`src/rtl/clk_div_ctrl.sv`:
```
// clk_div_ctrl
// Owns the divide ratio and reset of a clk_div instance. Two requesters ask
// for new ratios; requests are arbitrated round-robin. A real change waits for
// the end of the current divided period. The divider is then held in reset
// for HOLD_CYCLES cycles, so the divided clock never emits a shortened pulse.

module clk_div_ctrl #(
   parameter int WIDTH         = 3,
   parameter int DEFAULT_RATIO = 4,
   parameter int HOLD_CYCLES   = 2
) (
   input  logic             clock,
   input  logic             reset_n,
   input  logic [1:0]       req_valid,
   input  logic [WIDTH-1:0] req_ratio0,
   input  logic [WIDTH-1:0] req_ratio1,
   output logic [1:0]       req_ack,
   output logic             req_err,
   output logic [WIDTH-1:0] div_ratio,
   output logic             div_rst_n,
   output logic             busy
);

   localparam int HW = (HOLD_CYCLES > 1) ? $clog2(HOLD_CYCLES) : 1;
   localparam logic [HW-1:0]    HOLD_LAST = HW'(HOLD_CYCLES - 1);
   localparam logic [HW-1:0]    HOLD_ONE  = HW'(1);
   localparam logic [WIDTH-1:0] RATIO_RST = WIDTH'(DEFAULT_RATIO);
   localparam logic [WIDTH-1:0] RATIO_MIN = WIDTH'(2);
   localparam logic [WIDTH-1:0] RATIO_ONE = WIDTH'(1);

   typedef enum logic [1:0] {
      INIT,
      IDLE,
      ALIGN,
      HOLD
   } state_t;

   state_t           r_state;
   logic [HW-1:0]    r_holdCnt;
   logic [WIDTH-1:0] r_phaseCnt;
   logic [WIDTH-1:0] r_divRatio;
   logic [WIDTH-1:0] r_newRatio;
   logic             r_divRstN;
   logic [1:0]       r_reqAck;
   logic             r_reqErr;
   logic             r_rrLast;
   logic             r_grant;

   logic [1:0]       w_cand;
   logic             w_gntIdx;
   logic [WIDTH-1:0] w_gntRatio;
   logic             w_phaseLast;

   // Arbitration: a requester whose ack is still high is masked so a lingering
   // valid is never granted twice; on a tie the requester not served last wins.
   always_comb begin
      w_cand      = req_valid & ~r_reqAck;
      w_gntIdx    = (w_cand == 2'b11) ? ~r_rrLast : w_cand[1];
      w_gntRatio  = w_gntIdx ? req_ratio1 : req_ratio0;
      w_phaseLast = (r_phaseCnt == (r_divRatio - RATIO_ONE));
   end

   // Shadow of the divider's period position, restarting whenever the divider
   // is held in reset, so the last cycle of each divided period is known here.
   always_ff @(posedge clock or negedge reset_n) begin
      if (!reset_n) begin
         r_phaseCnt <= '0;
      end else if (!r_divRstN || w_phaseLast) begin
         r_phaseCnt <= '0;
      end else begin
         r_phaseCnt <= r_phaseCnt + RATIO_ONE;
      end
   end

   // Control sequence: release the divider after reset, accept or reject
   // requests, align real changes to a period boundary, then hold the divider
   // in reset and acknowledge on the cycle it is released.
   always_ff @(posedge clock or negedge reset_n) begin
      if (!reset_n) begin
         r_state    <= INIT;
         r_holdCnt  <= '0;
         r_divRatio <= RATIO_RST;
         r_newRatio <= RATIO_RST;
         r_divRstN  <= 1'b0;
         r_reqAck   <= 2'b00;
         r_reqErr   <= 1'b0;
         r_rrLast   <= 1'b1;
         r_grant    <= 1'b0;
      end else begin
         r_reqAck <= 2'b00;
         r_reqErr <= 1'b0;
         case (r_state)
            INIT: begin
               if (r_holdCnt == HOLD_LAST) begin
                  r_divRstN <= 1'b1;
                  r_state   <= IDLE;
               end else begin
                  r_holdCnt <= r_holdCnt + HOLD_ONE;
               end
            end
            IDLE: begin
               if (w_cand != 2'b00) begin
                  r_rrLast <= w_gntIdx;
                  if (w_gntRatio < RATIO_MIN) begin
                     r_reqAck[w_gntIdx] <= 1'b1;
                     r_reqErr           <= 1'b1;
                  end else if (w_gntRatio == r_divRatio) begin
                     r_reqAck[w_gntIdx] <= 1'b1;
                  end else begin
                     r_grant    <= w_gntIdx;
                     r_newRatio <= w_gntRatio;
                     r_state    <= ALIGN;
                  end
               end
            end
            ALIGN: begin
               if (w_phaseLast) begin
                  r_divRatio <= r_newRatio;
                  r_divRstN  <= 1'b0;
                  r_holdCnt  <= '0;
                  r_state    <= HOLD;
               end
            end
            HOLD: begin
               if (r_holdCnt == HOLD_LAST) begin
                  r_divRstN         <= 1'b1;
                  r_reqAck[r_grant] <= 1'b1;
                  r_state           <= IDLE;
               end else begin
                  r_holdCnt <= r_holdCnt + HOLD_ONE;
               end
            end
            default: begin
               r_state <= INIT;
            end
         endcase
      end
   end

   assign req_ack   = r_reqAck;
   assign req_err   = r_reqErr;
   assign div_ratio = r_divRatio;
   assign div_rst_n = r_divRstN;
   assign busy      = (r_state != IDLE);

endmodule

```
`config.mk`:
```
export PLATFORM = sky130hd
export DESIGN_NAME = clk_div_ctrl
export DESIGN_NICKNAME = d
export VERILOG_FILES = /design/src/rtl/clk_div_ctrl.sv
export SDC_FILE = /design/constraint.sdc
export NUM_CORES = 1
export LEC_CHECK = 0
export BUFFER_PORTS_ARGS = -buffer_cell sky130_fd_sc_hd__buf_2
export CAP_MARGIN = 15
export CORE_ASPECT_RATIO = 0.7
export CORE_MARGIN = 8
export CORE_UTILIZATION = 45
export DETAILED_ROUTE_END_ITERATION = 6
export GPL_ROUTABILITY_DRIVEN = 0
export PLACE_DENSITY = 0.66
export SLEW_MARGIN = 20
export SYNTH_ARGS = -nofsm -noshare
export SYNTH_HDL_FRONTEND = slang
export SYNTH_SLANG_ARGS = --single-unit
export TNS_END_PERCENT = 30
```
`constraint.sdc`:
```
create_clock -name clock -period 5.7 [get_ports clock]
set_input_delay 0.285 -clock clock [delete_from_list [all_inputs] [get_ports clock]]
set_output_delay 0.285 -clock clock [all_outputs]
set_load 0.005 [all_outputs]
```
# Word-level counts from Yosys, hierarchy flattened
# Index checks and enable logic that the tools add are counted.
[word_totals]
register_bits = 18
inputBits = 10
out_inout_bits = 8
word_cells = 75
[classes]
n_addsub = 3
n_lt_le_gt_ge = 5
n_eq_ne = 12
n_mux = 26
n_bitwise = 5
n_reduce_logical = 14
[ops]
columns = ["operator", "n"]
rows = [
  ["$mux W2", 9],
  ["$mux W1", 9],
  ["$ne A2 B2 Y1 const B", 4],
  ["$eq A2 B2 Y1 const B", 3],
  ["$eq A3 B3 Y1", 2],
  ["$mux W3", 2],
  ["$pmux W2 S3", 1],
  ["$reduce_and A2 Y1", 3],
  ["$reduce_and A5 Y1", 1],
  ["$lt A1 B2 Y1 const B", 2],
  ["$ne A2 B1 Y1 const B", 2],
  ["$pmux W1 S2", 2],
  ["$pmux W2 S2", 1],
  ["$reduce_and A4 Y1", 1],
  ["$reduce_bool A2 Y1", 2],
  ["$add A3 B1 Y3 const B", 1],
  ["$lt A3 B2 Y1 const B", 1],
  ["$not A1 Y1", 3],
  ["$reduce_and A3 Y1", 1],
  ["$sub A3 B1 Y3 const B", 1],
  ["$and A2 B2 Y2", 1],
  ["$demux W1 S1", 2],
  ["$eq A2 B1 Y1 const B", 1],
  ["$ge A1 B1 Y1 const B", 2],
  ["other kinds (7)", 8],
]

# Logic depth before layout (Yosys ltp)
# Gate-level depths: netlist of the first run.
[logic_depth]
word_depth = 12
depth_mapped = 8
ltp_nobuf = 8

# Worst setup path after synthesis of the first run
# No wires, ideal clock.
[synth_path]
path_kind = "reg2reg"
start = "reg r_rrLast"
end = "reg r_grant"
setup_ps = 125
arrival_time_ps = 1757
t_required_ps = 5575
slack_ps = 3818
path_stages_with_launch = 7
n_path_buf = 0
synth_period_minus_slack_ps = 1882
path_cell_list = "dfstp_2 -> and3b_4 -> o21ai_0 -> a21o_1 -> and4_4 -> a21boi_2 -> mux2_2"
[synth_between]
elab_chain_cells = 6
elab_cells_between_ends = 8
cone_classes = "order compare (1); eq/ne (1); mux (2); bitwise (3); reduce/logical (1)"
[synth_rtl]
columns = ["element", "line", "rtl"]
rows = [
  ["start, declared", "46", "logic r_rrLast;"],
  ["start signal, assigned", "103", "r_rrLast <= w_gntIdx;"],
  ["$not A1 Y1 *", "58", "w_gntIdx = (w_cand == 2'b11) ? ~r_rrLast : w_cand[1];"],
  ["$mux W1 *", "58", ""],
  ["$mux W3", "59", "w_gntRatio = w_gntIdx ? req_ratio1 : req_ratio0;"],
  ["$lt A3 B2 Y1 or $eq A3 B3 Y1 (tied branches)", "104, 107", ""],
  ["$not A1 Y1 (no line)", "n/a", ""],
  ["$reduce_and A4 Y1 (no line)", "n/a", ""],
  ["end signal, assigned", "110", "r_grant <= w_gntIdx;"],
  ["end, declared", "47", "logic r_grant;"],
]
# Mark *: on every way between the ends. The rest lies on a longest branch, timed or not.
# A chain may end at the register's enable or synchronous reset.

# Final worst setup path of the first run
[layout_path]
start = "reg r_rrLast"
end = "reg r_newRatio[1]"
[layout_between]
elab_chain_cells = 6
elab_cells_between_ends = 8
cone_classes = "order compare (1); eq/ne (1); mux (2); bitwise (3); reduce/logical (1)"
[layout_rtl]
columns = ["element", "line", "rtl"]
rows = [
  ["$not A1 Y1 *", "58", ""],
  ["$mux W1 *", "58", ""],
  ["$mux W3 *", "59", ""],
  ["$lt A3 B2 Y1 or $eq A3 B3 Y1 (tied branches)", "104, 107", ""],
  ["$not A1 Y1 (no line)", "n/a", ""],
  ["$reduce_and A4 Y1 (no line)", "n/a", ""],
  ["end signal, assigned", "111", "r_newRatio <= w_gntRatio;"],
  ["end, declared", "42", "logic [WIDTH-1:0] r_newRatio;"],
]
# Marks and branches as above.

==> run metrics, run 1 <==
vias per inst=5.14; CTS buffer count=3; Synth Area in Compound Gates=0.142; Worst EP arrival=approximately 2300 ps; register bit total from synthesis=18; Synth area leader=dfrtp_1; post-synthesis xor/xnor area fraction=0.0564; largest family of logic cells by synthesized area=simple AND/OR/NAND/NOR gates; top cell type's share of synthesized area=0.345; DRT iter0 DRCs=41; worst reg-to-reg setup slack=roughly 3600 ps; Gate power share=0.536; fraction of registers with async set/reset=1.00; mux share of post-synthesis cell area=0.110; number of max-cap violations=0; Worst R2R End=r_newRatio[1]; fin crit share=0.361; Crit Path Max Fanout=5; first-pass GRT wire length=3880 µm; top post-synthesis cells by area=dfrtp_1 35%, dfstp_2 7.2%, ha_1 6.9%, mux2_2 6.2%, a21oi_1 3.2%; IO Count=18; postcts setup bufs=0; Placed Cells=157; Initial Utilization=0.456; initial antenna violation count=0; post-DP HPWL=1790 µm; TritonCTS clock tree=done; # DRC=0; NetSw=a little under 0.3 mW; gr ovfl total=0; number of cell rows=15; core area=~2400 µm²; part of the power in the clock network=0.114; Simple-Gate Fraction of Synth Area=0.177; H-tree depth=1; most common library cells after synthesis=15 x dfrtp_1, 8 x inv_1, 8 x nand2_1; syn_nets=between 100 and 150; die height=about 57 µm; GRT Total Usage=0.119; Min Clock Period, post-route=slightly above 2000 ps; Flop pwr share=0.350; CTS Root Cell=clkbuf_4; FMAX=486 MHz; final instance area=approximately 1300 µm²; Die W=74.8 µm; maximum vdd drop=between 200 and 250 µV; Yosys warnings=0; Hold Startpoint=req_valid[0]; count leader, synth=dfrtp_1; count of final setup violators=0; LEAKAGE=approximately 0.61 nW; sequential share of the synthesized area=0.418; Worst R2R Start=r_rrLast; Adder-Cell Fraction of Synth Area=0.0690; total number of vias=832; Clock Sink Count=18; Avg WL per Cell=14.0 µm; clk slew on worst S/H paths=110 ps; dpl cell area=1210 µm²; outcome=finished clean; fraction of layout cells with a size suffix above 1=0.289; final core occ=0.529; WHS=around 360 ps; P_int=0.421 mW; layout net count=approximately 150; Rel. slew slack=0.726; Synth cell types=33; worst hold stages=3; sum of negative setup slack=0 ps; clock skew=2.23 ps; hold path endpoint=r_rrLast; worst-margin pin slew=approximately 400 ps; worst-case clock buffer depth=2; Clk Latency, worst-skew pair=300 ps; Cell Pwr Density=564 nW/µm²; Layout Cells excl Fill=162; DIE AREA=approximately 4300 µm²; Post-Route WL=2260 µm; DRT antenna net count=0; number of synthesized flops with an enable pin=0; antenna cells=0; Setup crit start kind=flip-flop; Worst R2R Path Depth=6; hold crit path type=in2reg; DR pass1 iterations=4; top_reg_cell synth=dfrtp_1; Post-Syn Instances=about 110; syn_area_per_cell=10.3 µm²; CP Capture Type=flip-flop; final hold vios=0; fin. max-slew vios=0; I/O Buffers=17; CP required=5890 ps; largest net degree at the start of global routing=19; WS Path Type=reg2reg; vias in the first global route=786; unrepaired setup endpoints after global routing=false; switching share of power=0.408; area grow syn2layout=16.0%; cell area after synthesis=1090 µm²
[metrics by stage]
step | setup slack [ps] | power, mW
floorplan | 3820 | 0.537
global placement | 3690 | 0.626
detailed placement | 3680 | 0.633
CTS | 3630 | 0.718
global route | 3430 | 0.777
finish | 3640 | 0.712
[state kept, by name (all words and copies together), names as in the netlist]
signal,count
div_ratio,3
req_err,1
r_holdCnt,1
r_grant,1
r_newRatio,3
r_rrLast,1
r_phaseCnt,3
req_ack,2
div_rst_n,1
r_state,2
[area by class of cell]
type | instances | area (µm²)
timing repair buffer | 18 | 95.1
sequential | 18 | 454
fill | 218 | 1120
multi-input combinational | 80 | 603
tap | 34 | 42.5
inverter | 8 | 30.0
clock buffer | 4 | 36.3
[critical path, stage by stage (launching register included)]
cell,delay [ps]
dfstp_2,580
and3b_4,240
o21ai_0,130
a21o_1,220
and4_4,200
a21boi_2,220
mux2_2,360
[per-layer routing]
layer / routed length [µm] / vias to the layer above / global-route usage
met5: 0 / - / 0
met3: 243 / 5 / 0.0507
li1: - / 416 / -
met1: 1070 / 380 / 0.167
met2: 911 / 31 / 0.151
met4: 34 / 0 / 0.0500
[worst max path at each step]
stage	cells after the start	slack, ps	start	to
6_report	6	3640	r_rrLast	r_newRatio[1]
4_1_cts	8	3630	div_ratio[0]	r_state[1]
2_1_floorplan	6	3820	r_rrLast	r_grant
5_1_grt	8	3430	div_ratio[0]	r_state[1]
3_3_place_gp	6	3690	r_rrLast	r_grant
3_5_place_dp	6	3680	r_rrLast	r_newRatio[1]
[timing repair]
item	in CTS	in global routing
hold buffers	1	0
hold endpoints to repair	15	0
gates resized for setup	0	0
[cells in the final DEF (no fill, tap or decap)]
cell           instances
buf_2                 17
dfrtp_1               15
inv_1                  8
nand2_1                8
nand3_1                7
a21oi_1                7
nor2_1                 6
o21ai_0                6
mux2_2                 6
ha_1                   6
xnor2_1                4
xor2_1                 3
mux2i_1                3
clkbuf_4               3
dfstp_2                3
and2b_1                2
a21o_1                 2
a21boi_0               2
a31oi_1                2
and3_1                 1
nand2b_4               1
o211ai_1               1
nand3b_1               1
and3b_4                1
and4_4                 1
nor2_4                 1
mux2i_4                1
and2_1                 1
o22ai_1                1
nand4_1                1
and3b_1                1
nand2b_1               1
a221oi_1               1
o31ai_2                1
a21boi_2               1
clkbuf_8               1
dlygate4sd3_1          1
[power groups by stage]
stage          Sequential, mW  Combinational, mW  Clock (mW)
6_report                0.249              0.382      0.0809
5_1_grt                 0.258              0.428      0.0904
4_1_cts                 0.250              0.384      0.0834
3_5_place_dp            0.252              0.381           0
3_3_place_gp            0.249              0.377           0
2_1_floorplan           0.241              0.296           0
[cell families (layout without fill, tap and decap cells)]
group,after synthesis,count (layout)
XOR/XNOR,7,7
AND/OR/NAND/NOR,33,33
buffers and inverters,8,30
multiplexers,10,10
flip-flops,18,18
adder cells (fa/ha/maj),6,6
AO/OA/AOI/OAI,24,24
(Power assumes the default switching activity.)
==> run 2: changes to the inputs <==
--- a/config.mk
+++ b/config.mk
@@ -5,6 +5,7 @@
 export SDC_FILE = /design/constraint.sdc
 export NUM_CORES = 1
 export LEC_CHECK = 0
+export ABC_AREA = 1
 export BUFFER_PORTS_ARGS = -buffer_cell sky130_fd_sc_hd__buf_2
 export CAP_MARGIN = 15
 export CORE_ASPECT_RATIO = 0.7
@@ -12,7 +13,7 @@
 export CORE_UTILIZATION = 45
 export DETAILED_ROUTE_END_ITERATION = 6
 export GPL_ROUTABILITY_DRIVEN = 0
-export PLACE_DENSITY = 0.66
+export PLACE_DENSITY = 0.68
 export SLEW_MARGIN = 20
 export SYNTH_ARGS = -nofsm -noshare
 export SYNTH_HDL_FRONTEND = slang
==> constraint.sdc (replaced) <==
create_clock -name clock -period 1.8 [get_ports clock]
set_input_delay 0.09 -clock clock [delete_from_list [all_inputs] [get_ports clock]]
set_output_delay 0.09 -clock clock [all_outputs]
set_load 0.005 [all_outputs]
==> run 2 against run 1 <==
  * Final cell count increased by 22%
  * Wire length is 8.0% higher
  * Clock power increased to 3.2 times the previous value
  * Synthesized area is 4.6% higher
  * Sequential power increased to 3.2 times the previous value
  * Sequential share of layout area is 2.2 points lower
  * Die area rose by 3.5%
  * Largest cell class unchanged
  * Core utilization increased by 2.2 points
  * Largest power group unchanged
==> run metrics, run 2 <==
core area=2440 µm²; IO Count=18; first-pass GRT wire length=approximately 4200 µm; Min Clock Period, post-route=1670 ps; CTS buffer count=3; mux share of post-synthesis cell area=0; CP Capture Type=flip-flop; WS Path Type=reg2reg; TritonCTS clock tree=done; unrepaired setup endpoints after global routing=false; commonest cells after routing, fill and taps aside=34 x nand2_1, 25 x inv_1, 17 x buf_2, 15 x dfrtp_1, 13 x nand3_1; total number of vias=roughly 920; Critical Path Sink=r_state[0]; Clock Sink Count=18; worst reg-to-reg setup slack=130 ps; top_reg_cell synth=dfrtp_1; register bit total from synthesis=18; Crit path top cell by count=nand2_1; DRT antenna net count=0; Pwr Total=2.43 mW; Worst EP arrival=1870 ps; top post-synthesis cells by area=dfrtp_1 33%, nand2_1 11%, inv_1 8.9%, dfstp_2 6.9%, ha_1 6.6%; final core occ=0.551; DIE AREA=4420 µm²; Rel. slew slack=0.727; Die W=76.1 µm; Synth Area in Compound Gates=0.0825; initial antenna violation count=0; count leader, synth=nand2_1; number of cell rows=15; largest family of logic cells by synthesized area=simple AND/OR/NAND/NOR gates; antenna cells=0; post-synthesis xor/xnor area fraction=0.0308; clock skew=about 4.2 ps; Yosys warnings=0; worst-margin pin slew=410 ps; fraction of registers with async set/reset=1.00; sum of negative setup slack=0 ps; largest net degree at the start of global routing=19; fin. max-slew vios=0; syn_area_per_cell=8.18 µm²; hold crit path type=in2reg; post-DP HPWL=1890 µm; Setup crit start kind=flip-flop; Initial Utilization=0.466; Slowest cell on crit path=dfrtp_1; Clk Latency, worst-skew pair=310 ps; Cell Pwr Density=1810 nW/µm²; LEAKAGE=0.713 nW; CP startpoint=div_ratio[1]; P_int=1.29 mW; CTS Root Cell=clkbuf_4; worst-case clock buffer depth=2; H-tree depth=1; Filler cells=226; Crit Path Max Fanout=4; DRT iter0 DRCs=45; clk slew on worst S/H paths=110 ps; NetSw=1.14 mW; Worst R2R End=r_state[0]; number of max-cap violations=0; count of final setup violators=0; switching share of power=0.468; Gate power share=0.565; sequential share of the synthesized area=0.399; commonest non-fill, non-tap cell in the layout=nand2_1; Post-Route WL=about 2400 µm; Adder-Cell Fraction of Synth Area=0.0660; Synth area leader=dfrtp_1; gr ovfl total=0; top cell type's share of synthesized area=0.330; layout net count=180; vias in the first global route=934; maximum vdd drop=about 750 µV; Flop pwr share=0.328; FMAX=600 MHz; fraction of layout cells with a size suffix above 1=0.270; cell area after synthesis=between 1000 and 1500 µm²; most common library cells after synthesis=34 x nand2_1, 27 x inv_1, 15 x dfrtp_1; Synth cell types=23; Worst R2R Path Depth=9; Simple-Gate Fraction of Synth Area=0.329; Avg WL per Cell=roughly 12 µm; area grow syn2layout=18.3%; number of synthesized flops with an enable pin=0; critical-path cell list=inv_2, ha_4, xnor2_1, nor2_1, nand3_4, a21oi_4, nand3_2, nand2_1, nand2_1; GRT Total Usage=0.116; vias per inst=4.68; syn_nets=155; die height=58.1 µm; Post-Syn Instances=approximately 140; # DRC=0; fin crit share=0.927; outcome=finished clean; DR pass1 iterations=4; Worst R2R Start=div_ratio[1]; CP required=~2000 ps; postcts setup bufs=0; I/O Buffers=17; slowest stage delay, CP=420 ps; part of the power in the clock network=0.106; final hold vios=0
run 2: logic make-up after synthesis:
logic type,Yosys count
buffers and inverters,28
XOR/XNOR,4
AO/OA/AOI/OAI,14
adder cells (fa/ha/maj),6
AND/OR/NAND/NOR,69
flip-flops,18
run 2: cell type report:
type | count | area [µm²] | share of cell area
Timing Repair Buffer | 19 | 103 | 0.0763
Clock buffer | 4 | 36.3 | 0.0270
Multi-Input combinational cell | 94 | 604 | 0.449
Tap cell | 34 | 42.5 | 0.0316
Inverter | 28 | 105 | 0.0781
Sequential cell | 18 | 454 | 0.338
run 2: worst min path at each step:
stage,start,to,cells past startpoint
finish,req_ratio0[0],r_newRatio[0],5
global placement,reset_n,r_newRatio[0],1
floorplan,reset_n,div_ratio[0],0
detailed placement,reset_n,r_newRatio[0],1
global route,req_ratio0[0],r_newRatio[0],5
CTS,req_ratio0[0],r_newRatio[0],5
run 2: what timing repair did:
| action | 4_1_cts | 5_1_grt |
|---|---|---|
| endpoints found under the hold margin | 15 | 0 |
| resized for setup | 0 | 4 |
| hold buffers | 1 | 0 |
| setup endpoints to repair | 0 | 2 |
run 2: power groups by stage:
stage	clock network, mW	logic, mW	registers (mW)
global route	0.282	1.59	0.822
detailed placement	0	1.31	0.800
global placement	0	1.28	0.791
CTS	0.269	1.32	0.791
floorplan	0	1.01	0.772
finish	0.259	1.38	0.800
run 2: metrics by stage:
| stage | hold WS, ps | worst slack, ps | cells | area [µm²] |
|---|---|---|---|---|
| 2_1_floorplan | -206 | 183 | 139 | 1140 |
| 3_3_place_gp | 46.0 | 206 | 191 | 1270 |
| 5_1_grt | 147 | 24.5 | 197 | 1350 |
| 3_5_place_dp | 46.4 | 135 | 191 | 1270 |
| 4_1_cts | 122 | 105 | 196 | 1320 |
| 6_report | 129 | 132 | 197 | 1350 |
run 2: metal layers:
metal	GRT usage	up-vias	wire length, µm
li1	-	487	-
met3	0.0448	5	150
met2	0.175	22	1040
met4	0.0354	0	24
met1	0.148	407	1230
met5	0	-	0
run 2: critical path, delay by kind of cell, from the launching register on:
family / cells / cell delay (ps)
buf+inv: 1 / 100
flops: 1 / 420
simple gates: 5 / 530
xor+xnor: 1 / 120
fa+ha+maj: 1 / 200
compound gates: 1 / 200
==> run 3: changes to the inputs <==
--- a/config.mk
+++ b/config.mk
@@ -6,6 +6,7 @@
 export NUM_CORES = 1
 export LEC_CHECK = 0
 export ABC_AREA = 1
+export ABC_CLOCK_PERIOD_IN_PS = 1950
 export BUFFER_PORTS_ARGS = -buffer_cell sky130_fd_sc_hd__buf_2
 export CAP_MARGIN = 15
 export CORE_ASPECT_RATIO = 0.7
@@ -13,7 +14,8 @@
 export CORE_UTILIZATION = 45
 export DETAILED_ROUTE_END_ITERATION = 6
 export GPL_ROUTABILITY_DRIVEN = 0
-export PLACE_DENSITY = 0.68
+export GPL_TIMING_DRIVEN = 0
+export PLACE_DENSITY = 0.66
 export SLEW_MARGIN = 20
 export SYNTH_ARGS = -nofsm -noshare
 export SYNTH_HDL_FRONTEND = slang
==> constraint.sdc (replaced) <==
create_clock -name clock -period 1.95 [get_ports clock]
set_input_delay 0.0975 -clock clock [delete_from_list [all_inputs] [get_ports clock]]
set_output_delay 0.0975 -clock clock [all_outputs]
set_load 0.005 [all_outputs]
==> run 3 against run 2 <==
  * Non-clock buffer count is 1 lower
  * Final cell count down 1.0%
  * Combinational power fell by 13%
  * Sequential power decreased by 9.4%
  * Register-to-register slack hardly changed
  * Via count rose by 2.3%
  * Clock skew increased by 8.8 ps
  * Global-route usage barely moved
  * Worst hold slack gained 18 ps
  * Largest cell class unchanged
  * Largest power group unchanged
==> run metrics, run 3 (same netlist as run 2, synthesis figures left out) <==
maximum vdd drop=768 µV; fin crit share=0.933; commonest non-fill, non-tap cell in the layout=nand2_1; Rel. slew slack=0.726; vias in the first global route=951; Pwr Total=2.13 mW; post-DP HPWL=1910 µm; CTS Root Cell=clkbuf_4; Setup crit start kind=flip-flop; fraction of layout cells with a size suffix above 1=0.236; total number of vias=942; vias per inst=4.83; first-pass GRT wire length=4220 µm; clock skew=between 10 and 15 ps; worst reg-to-reg setup slack=130 ps; H-tree depth=1; DR WL met3=between 100 and 150 µm; Buffers & Inverters on Critical Path=1; DRT antenna net count=0; FMAX=550 MHz; clk slew on worst S/H paths=110 ps; Worst R2R End=div_rst_n; Clock Sink Count=18; hold crit path type=in2reg; slowest stage delay, CP=420 ps; dpl cell area=1260 µm²; TritonCTS clock tree=done; P_int=~1.1 mW; largest net degree at the start of global routing=19; die height=around 58 µm; part of the power in the clock network=0.094; CP Capture Type=flip-flop; worst-margin pin slew=410 ps; antenna cells=0; Crit path top cell by count=o21ai_2; Worst R2R Start=div_ratio[0]; Post-Route WL=2410 µm; # DRC=0; Gate power share=0.566; layout net count=178; pre-CTS WS=~160 ps; Slowest cell on crit path=dfrtp_1; WS Path Type=reg2reg; hold path endpoint=r_newRatio[0]; met1 wire length=1160 µm; DRT iter0 DRCs=32; IO Count=18; Avg WL per Cell=12.4 µm; number of max-cap violations=0; core area=2440 µm²; sum of negative setup slack=0 ps; Clk Latency, worst-skew pair=300 ps; Die W=~76 µm; unrepaired setup endpoints after global routing=false; Worst R2R Path Depth=9; final hold vios=0; Flop pwr share=0.340; switching share of power=0.471; final instance area=1300 µm²; DR pass1 iterations=4; number of cell rows=15; GRT Total Usage=0.115; commonest cells after routing, fill and taps aside=34 x nand2_1, 27 x inv_1, 17 x buf_2, 15 x dfrtp_1, 13 x nand3_1; cell depth of the worst setup path=9; Hold Startpoint=req_ratio0[0]; worst-case clock buffer depth=2; count of final setup violators=0; Initial Utilization=0.466; I/O Buffers=17; CTS buffer count=3; Max Used Layer=met4; Crit Path Max Fanout=9; CP required=2140 ps; gr ovfl total=0; critical-path cell list=inv_1, ha_1, xnor2_1, nor2_1, nand3_2, nor2_4, o21ai_2, nand2_1, o21ai_2; Min Clock Period, post-route=1820 ps; NetSw=1.00 mW; DIE AREA=between 4000 and 5000 µm²; metal2 WL=1120 µm; LEAKAGE=~0.7 nW; Cell Pwr Density=between 1500 and 2000 nW/µm²; fin. max-slew vios=0; Worst EP arrival=2010 ps; outcome=finished clean; CP top delay family=simple AND/OR/NAND/NOR gates; area grow syn2layout=14.4%; worst hold stages=5; fin worst setup slack=130 ps; initial antenna violation count=0
[run 3: cell count changes in the layout (fill, tap and decap cells not counted), sizes merged]
| cell | delta |
|---|---|
| buf | -1 |
| nor2 | -1 |
[run 3: power groups by stage]
stage	clock [mW]	sequential (mW)	combinational, mW
final	0.200	0.725	1.20
after global routing	0.225	0.745	1.38
after CTS	0.211	0.727	1.21
after detailed placement	0	0.735	1.20
after global placement	0	0.729	1.16
after floorplan	0	0.713	0.930
[run 3: routing by layer]
metal / vias up / track usage
met5: - / 0
met4: 0 / 0.0272
met3: 2 / 0.0463
met2: 14 / 0.191
met1: 442 / 0.138
li1: 484 / -
[run 3: timing repair]
| action | CTS | global route |
|---|---|---|
| resized for setup | 0 | 0 |
| setup buffers | 0 | 0 |
| hold buffers | 1 | 0 |
| setup endpoints to repair | 0 | 0 |
| hold endpoints to repair | 15 | 0 |
[run 3: per-stage QoR]
step	hold slack, ps	std cells	util
floorplan	-198	139	-
global placement	51.2	190	0.518
detailed placement	58.0	190	0.518
CTS	143	195	0.533
global route	161	195	0.533
finish	147	195	0.533
[run 3: worst register-to-register path: stages (launching register included)]
cell	delay (ps)
dfrtp_1	420
inv_1	90
ha_1	300
xnor2_1	130
nor2_1	130
nand3_2	170
nor2_4	250
o21ai_2	80
nand2_1	80
o21ai_2	50
[run 3: how the worst max path moves through the flow]
stage                endpoint  slack, ps         start
floorplan           div_rst_n        330  div_ratio[0]
global placement    div_rst_n        200  div_ratio[0]
detailed placement  div_rst_n        160  div_ratio[0]
CTS                 div_rst_n        130  div_ratio[0]
global route        div_rst_n         20  div_ratio[0]
finish              div_rst_n        130  div_ratio[0]
[run 3: area by class of cell]
| type | count | area [µm²] |
|---|---|---|
| inverters | 28 | 105 |
| repair buffers | 18 | 95.1 |
| flip-flops and latches | 18 | 454 |
| well taps | 34 | 42.5 |
| fillers | 236 | 1140 |
| clock buffers | 4 | 26.3 |
| multi-input cells | 93 | 578 |
